===== src/rtl/wb_pkg.sv =====
// Shared types and widths for the Wishbone-style master and its helpers.
package wb_pkg;
  localparam int ADDR_W = 8;
  localparam int DATA_W = 8;

  typedef enum logic [1:0] {
    IDLE = 2'd0,
    BUS  = 2'd1,
    RESP = 2'd2
  } wb_mst_state_t;
endpackage


===== src/rtl/wb_timeout_ctr.sv =====
// Bus wait counter: cleared on transaction start, saturates at limit.
module wb_timeout_ctr #(
  parameter int W = 5
) (
  input  logic         clk,
  input  logic         rst,
  input  logic         clr,
  input  logic         en,
  input  logic [W-1:0] limit,
  output logic         expired
);
  logic [W-1:0] cnt_q, cnt_d;

  assign expired = (cnt_q == limit);

  always_comb begin
    cnt_d = cnt_q;
    if (clr)                cnt_d = '0;
    else if (en && !expired) cnt_d = cnt_q + 1'b1;
  end

  always_ff @(posedge clk or negedge rst) begin
    if (!rst) cnt_q <= '0;
    else      cnt_q <= cnt_d;
  end
endmodule


===== src/rtl/wb_master.sv =====
// Single-outstanding bus master: command handshake -> strobed bus cycle
// with ack/timeout -> one-cycle response pulse. All outputs registered.
module wb_master
  import wb_pkg::*;
#(
  parameter int TIMEOUT_CYC = 16
) (
  input  logic              clk,
  input  logic              rst,
  input  logic              cmd_valid,
  output logic              cmd_ready,
  input  logic              cmd_we,
  input  logic [ADDR_W-1:0] cmd_addr,
  input  logic [DATA_W-1:0] cmd_wdata,
  output logic              rsp_valid,
  output logic [DATA_W-1:0] rsp_rdata,
  output logic              rsp_err,
  output logic              strb,
  output logic              we,
  output logic [ADDR_W-1:0] addr,
  output logic [DATA_W-1:0] wdata,
  input  logic [DATA_W-1:0] rdata,
  input  logic              ack
);
  localparam int CW = $clog2(TIMEOUT_CYC) + 1;

  wb_mst_state_t     state_q;
  logic              cmd_ready_q, strb_q, we_q, rsp_valid_q, rsp_err_q;
  logic [ADDR_W-1:0] addr_q;
  logic [DATA_W-1:0] wdata_q, rsp_rdata_q;
  logic              hs, expired;

  assign hs = (state_q == IDLE) && cmd_valid && cmd_ready_q;

  wb_timeout_ctr #(.W(CW)) u_ctr (
    .clk     (clk),
    .rst     (rst),
    .clr     (hs),
    .en      ((state_q == BUS) && !ack),
    .limit   (CW'(TIMEOUT_CYC - 1)),
    .expired (expired)
  );

  always_ff @(posedge clk or negedge rst) begin
    if (!rst) begin
      state_q     <= IDLE;
      cmd_ready_q <= 1'b1;
      strb_q      <= 1'b0;
      we_q        <= 1'b0;
      addr_q      <= '0;
      wdata_q     <= '0;
      rsp_valid_q <= 1'b0;
      rsp_rdata_q <= '0;
      rsp_err_q   <= 1'b0;
    end else begin
      rsp_valid_q <= 1'b0;
      case (state_q)
        IDLE: if (hs) begin
          we_q        <= cmd_we;
          addr_q      <= cmd_addr;
          wdata_q     <= cmd_wdata;
          strb_q      <= 1'b1;
          cmd_ready_q <= 1'b0;
          state_q     <= BUS;
        end
        // ack wins over a coincident timeout
        BUS: if (ack) begin
          rsp_rdata_q <= we_q ? '0 : rdata;
          rsp_err_q   <= 1'b0;
          rsp_valid_q <= 1'b1;
          strb_q      <= 1'b0;
          state_q     <= RESP;
        end else if (expired) begin
          rsp_rdata_q <= '0;
          rsp_err_q   <= 1'b1;
          rsp_valid_q <= 1'b1;
          strb_q      <= 1'b0;
          state_q     <= RESP;
        end
        RESP: begin
          cmd_ready_q <= 1'b1;
          state_q     <= IDLE;
        end
        default: begin
          cmd_ready_q <= 1'b1;
          strb_q      <= 1'b0;
          state_q     <= IDLE;
        end
      endcase
    end
  end

  assign cmd_ready = cmd_ready_q;
  assign strb      = strb_q;
  assign we        = we_q;
  assign addr      = addr_q;
  assign wdata     = wdata_q;
  assign rsp_valid = rsp_valid_q;
  assign rsp_rdata = rsp_rdata_q;
  assign rsp_err   = rsp_err_q;
endmodule

===== config.mk =====
export PLATFORM = sky130hd
export DESIGN_NAME = wb_master
export DESIGN_NICKNAME = d
export VERILOG_FILES = /design/src/rtl/wb_pkg.sv /design/src/rtl/wb_timeout_ctr.sv /design/src/rtl/wb_master.sv
export SDC_FILE = /design/constraint.sdc
export NUM_CORES = 1
export LEC_CHECK = 0
export BUFFER_PORTS_ARGS = -buffer_cell sky130_fd_sc_hd__buf_2
export CAP_MARGIN = 40
export CORE_MARGIN = 5
export CORE_UTILIZATION = 51
export CTS_BUF_LIST = sky130_fd_sc_hd__clkbuf_16
export DETAILED_ROUTE_END_ITERATION = 10
export PLACE_DENSITY = 0.89
export SYNTH_ARGS = -nofsm -noshare
export SYNTH_HDL_FRONTEND = slang
export SYNTH_SLANG_ARGS = --single-unit

===== constraint.sdc =====
create_clock -name clk -period 5.6 [get_ports clk]
set_input_delay 1.68 -clock clk [delete_from_list [all_inputs] [get_ports clk]]
set_output_delay 1.68 -clock clk [all_outputs]
set_load 0.02 [all_outputs]

* Word-level counts from Yosys, hierarchy flattened *
Index checks and enable logic that the tools add are counted.

cells by class
  add/sub/neg operators = 1
  reductions and logical operators = 14
  equal/unequal tests = 5
  bitwise operators = 2
  muxes and demuxes = 20

operators with widths
  cell                                                 number
  2-to-1 mux 8 bit                                     3
  2-to-1 mux 5 bit                                     2
  2-to-1 mux 1 bit                                     9
  AND reduction 2 bit                                  4
  2-to-1 mux 2 bit                                     3
  adder 5 x 1 -> 5 bit, second input constant          1
  equality test 5 x 4 -> 1 bit, second input constant  1
  logical AND 1 bit                                    4
  case mux 2 bit (2 select lines)                      1
  nonzero test 2 bit                                   2
  != test 3 x 2 -> 1 bit, second input constant        1
  case mux 1 bit (3 select lines)                      1
  AND reduction 3 bit                                  1
  equality test 2 x 1 -> 1 bit, second input constant  1
  equality test 2 bit, second input constant           1
  zero test 1 bit                                      2
  zero test 2 bit                                      1
  != test 2 bit, second input constant                 1
  inverter 1 bit                                       2
  case mux 1 bit (2 select lines)                      1

storage, ports and cells
  bits of input ports = 29
  register bits after elaboration = 36
  logic and storage cells = 52
  output and inout port bits = 29

* Longest topological paths before layout *
  depth after elaboration = 5
  depth in mapped cells = 6
  gate-level depth less buffers = 6

* Hierarchy *
A second synthesis with hierarchy kept.

unflattened totals
  cell total of the unflattened synthesis = 133
  area, all modules = 1602.8 µm²

by module, submodules not included
  module          area each (µm²)  cells an instance  sequential area each (µm²)  times used
  wb_master       1229.9           93                 777.0                       1
  wb_timeout_ctr  372.9            40                 125.1                       1

* Worst setup path before layout *
No wires, ideal clock.

  kind = in2reg
  start point = input port cmd_valid
  end point = register addr_q[0], in the netlist addr[0]
  arrival = 2.545 ns
  setup slack = 2.930 ns
  buffers on the path = 2
  cell stages on the path = 4
  cell sequence = nor4bb_1 -> buf_4 -> buf_8 -> mux2_2

between the ends
  cells in the longest elaborated chain, start to end = 3

ends and longest elaborated chain
  what                            line             text
  from (decl)                     wb_master.sv:10  input logic cmd_valid,
  logical AND 1 bit (2 in a row)  wb_master.sv:33  assign hs = (state_q == IDLE) && cmd_valid && cmd_ready_q;
  AND reduction 2 bit (no line)   -
  to (signal assigned)            wb_master.sv:60  addr_q <= cmd_addr;
  to (decl)                       wb_master.sv:29  logic [ADDR_W-1:0] addr_q;

No other way between the ends.
A chain may end at the register's enable or synchronous reset.

* Worst setup path after layout *
  start point = register cmd_ready_q, in the netlist cmd_ready
  end point = output port cmd_ready

RTL lines
  what                    line             text
  from (decl)             wb_master.sv:28  logic cmd_ready_q, strb_q, we_q, rsp_valid_q, rsp_err_q;
  from (signal assigned)  wb_master.sv:47  cmd_ready_q <= 1'b1;
  from (signal assigned)  wb_master.sv:63  cmd_ready_q <= 1'b0;
  from (signal assigned)  wb_master.sv:81  cmd_ready_q <= 1'b1;
  to (decl)               wb_master.sv:11  output logic cmd_ready,

No word-level cell between the ends.

==> metrics.txt <==
fin worst setup slack 2960 ps; Synth cell types 26; worst clock skew 3.35 ps; GRT Residual Overflow 0; DIE AREA 4090 µm²; highest metal used met4; R2R setup slack 3640 ps; DR WL met2 1.57 mm; fillers 196; HPWL after detailed placement 2.37 mm; Hold Path Class reg2reg; Syn-to-layout area delta 29.1%; Final Cycle Share 0.471; Post-Syn Instances 113; crit path capture type output pin; Required @ worst endpoint 3920 ps; Final GP Congestion 0.771; H-tree Lvls 2; CP top delay family flip-flops; max-cap viol count 0; maximum root-to-sink buffer count 2; peak supply drop 0.316 mV; first-pass GRT wire length 5.42 mm; Clk Latency, worst-skew pair 270 ps; syn_nets 144; DRT Pass-1 Iters 4; dpl ws 2710 ps; RSZ-0062 raised after global routing false; top cells by area, synth dfrtp_1, mux2_2, o21ai_0; Sequential Area 902 µm²; CP Max Fanout 3; most instantiated library cell after synthesis dfrtp_1; Yosys top cell area share 0.590; Slew Limit Fails 0; met3 routed WL 304 µm; TritonCTS buffer count 5; WP buf/inv 1; area of the mapped netlist 1490 µm²; drt wl/cell 15.4 µm; Slew @ Worst Pin 766 ps; fmax 0.379 GHz; Final setup viols 0; number of global-route vias before repair 1,190; Synth warnings 0; # resized after CTS 0; Crit Path Category reg2out; Leak 0.00111 µW; commonest cells in the netlist dfrtp_1, mux2_2, o21ai_0, nand2_1; pwr dens 276 nW/µm²; initial antenna violation count 0; Die H 64.0 µm; number of synthesized flops with an enable pin 0; crit path DAT 960 ps; Routed Antenna Nets 0; #FFs+latches synth 36; M1 WL 1.16 mm; number of post-CTS setup repair buffers 0; Slowest cell on crit path dfstp_2; CP startpoint kind flop; post-synthesis sequential area ratio 0.607; DRT iter0 DRCs 49; Port Buffers 57; ys async rst share 1.00; Post-synth top flop dfrtp_1; share of cells above drive strength 1 0.483; DRC 0; status finished clean; CTS tree yes; Starting Density 0.534; final net count 205; critical-path cell list buf_2; die width 64.0 µm; Worst-path clk slew 50 ps; hold_buf cts 0; overall global routing resource usage 0.171; WL final 3.15 mm; Core Rows 19; Placed Area 1780 µm²; CTS Root Cell clkbuf_16; Post-Route Utilization 0.690; n_diodes 0; CTS sink count 36; Core ar. 2780 µm²; post-route cell area 1920 µm²; largest net degree at the start of global routing 37; Hold Fails Final Rpt 0; area leader, netlist dfrtp_1; Slew headroom 0.489; Mapped Avg Cell Area 13.1 µm²; CP peak stage delay 530 ps; Final min period 2640 ps; # IOs 58; setup TNS 0 ps; area of the multi-input gates 539 µm²; drt via density 5.46; total number of vias 1,120
kinds of logic after synthesis:
group,share of synthesized area
AOI/OAI and AO/OA,0.0792
xor gates and xnor gates,0.00590
adders and majority gates,0.0168
buffers and inverters,0.0396
DFF,0.607
muxes,0.156
and+or+nand+nor,0.0952
where the power goes:
| part | leakage [µW] | switching [µW] | internal (µW) |
|---|---|---|---|
| registers | 0.000489 | 0 | 261 |
| logic | 0.000554 | 10.0 | 8.09 |
| clock network | 0.0000709 | 91.4 | 159 |
through the flow:
stage / total power (µW) / hold WS [ps] / cells
after floorplan: 268 / 438 / 113
after global placement: 283 / 456 / 198
after detailed placement: 283 / 465 / 198
after CTS: 539 / 488 / 205
after global routing: 551 / 495 / 205
final: 529 / 482 / 205
flip-flops by register name, summed over array words and instances, names as in the netlist:
register and flops:
strb 1, rsp_err 1, rsp_valid 1, rsp_rdata 8, we 1, state_q 2, u_ctr.cnt_q 5, cmd_ready 1
wdata 8, addr 8
path summary, 6_finish.rpt:
path	startpoint	end	cells past startpoint
min in group asynchronous	rst	addr[2]	1
max in group asynchronous	rst	state_q[0]	1
worst min register to register	strb	strb	1
worst max-delay path	cmd_ready	cmd_ready	1
worst min-delay path	strb	strb	1
worst max register to register	u_ctr.cnt_q[0]	rsp_rdata[3]	5
cells in the final DEF, fill, tap and decap left out:
cell	netlist	routed
nand4_1	1	1
a21o_1	2	2
clkbuf_16	0	5
nand2_1	9	9
nor2_1	3	3
ha_1	2	2
mux2_1	1	1
nor2b_1	3	3
o21ai_0	16	16
nand2b_1	4	4
mux2i_1	4	4
dfstp_2	1	1
a21oi_1	2	2
nor4b_4	1	1
clkinv_2	0	1
buf_4	1	1
inv_1	3	4
nor4bb_4	0	1
mux2_2	16	16
o31ai_1	1	1
o21ai_1	1	1
and3_1	1	1
dfrtp_1	35	35
xnor2_1	1	1
buf_2	0	57
or2_2	1	1
area by class of cell:
type	count	area share
flip-flops and latches	36	0.470
multi-input cells	70	0.281
repair buffers	58	0.153
clock buffers	5	0.0652
well taps	31	0.0202
inverters	3	0.00587
clock inverters	2	0.00457
metal layers:
metal,track usage,vias up
li1,-,512
met4,0.109,0
met1,0.172,543
met3,0.0736,12
met5,0,-
met2,0.286,53
(Power assumes the default switching activity.)
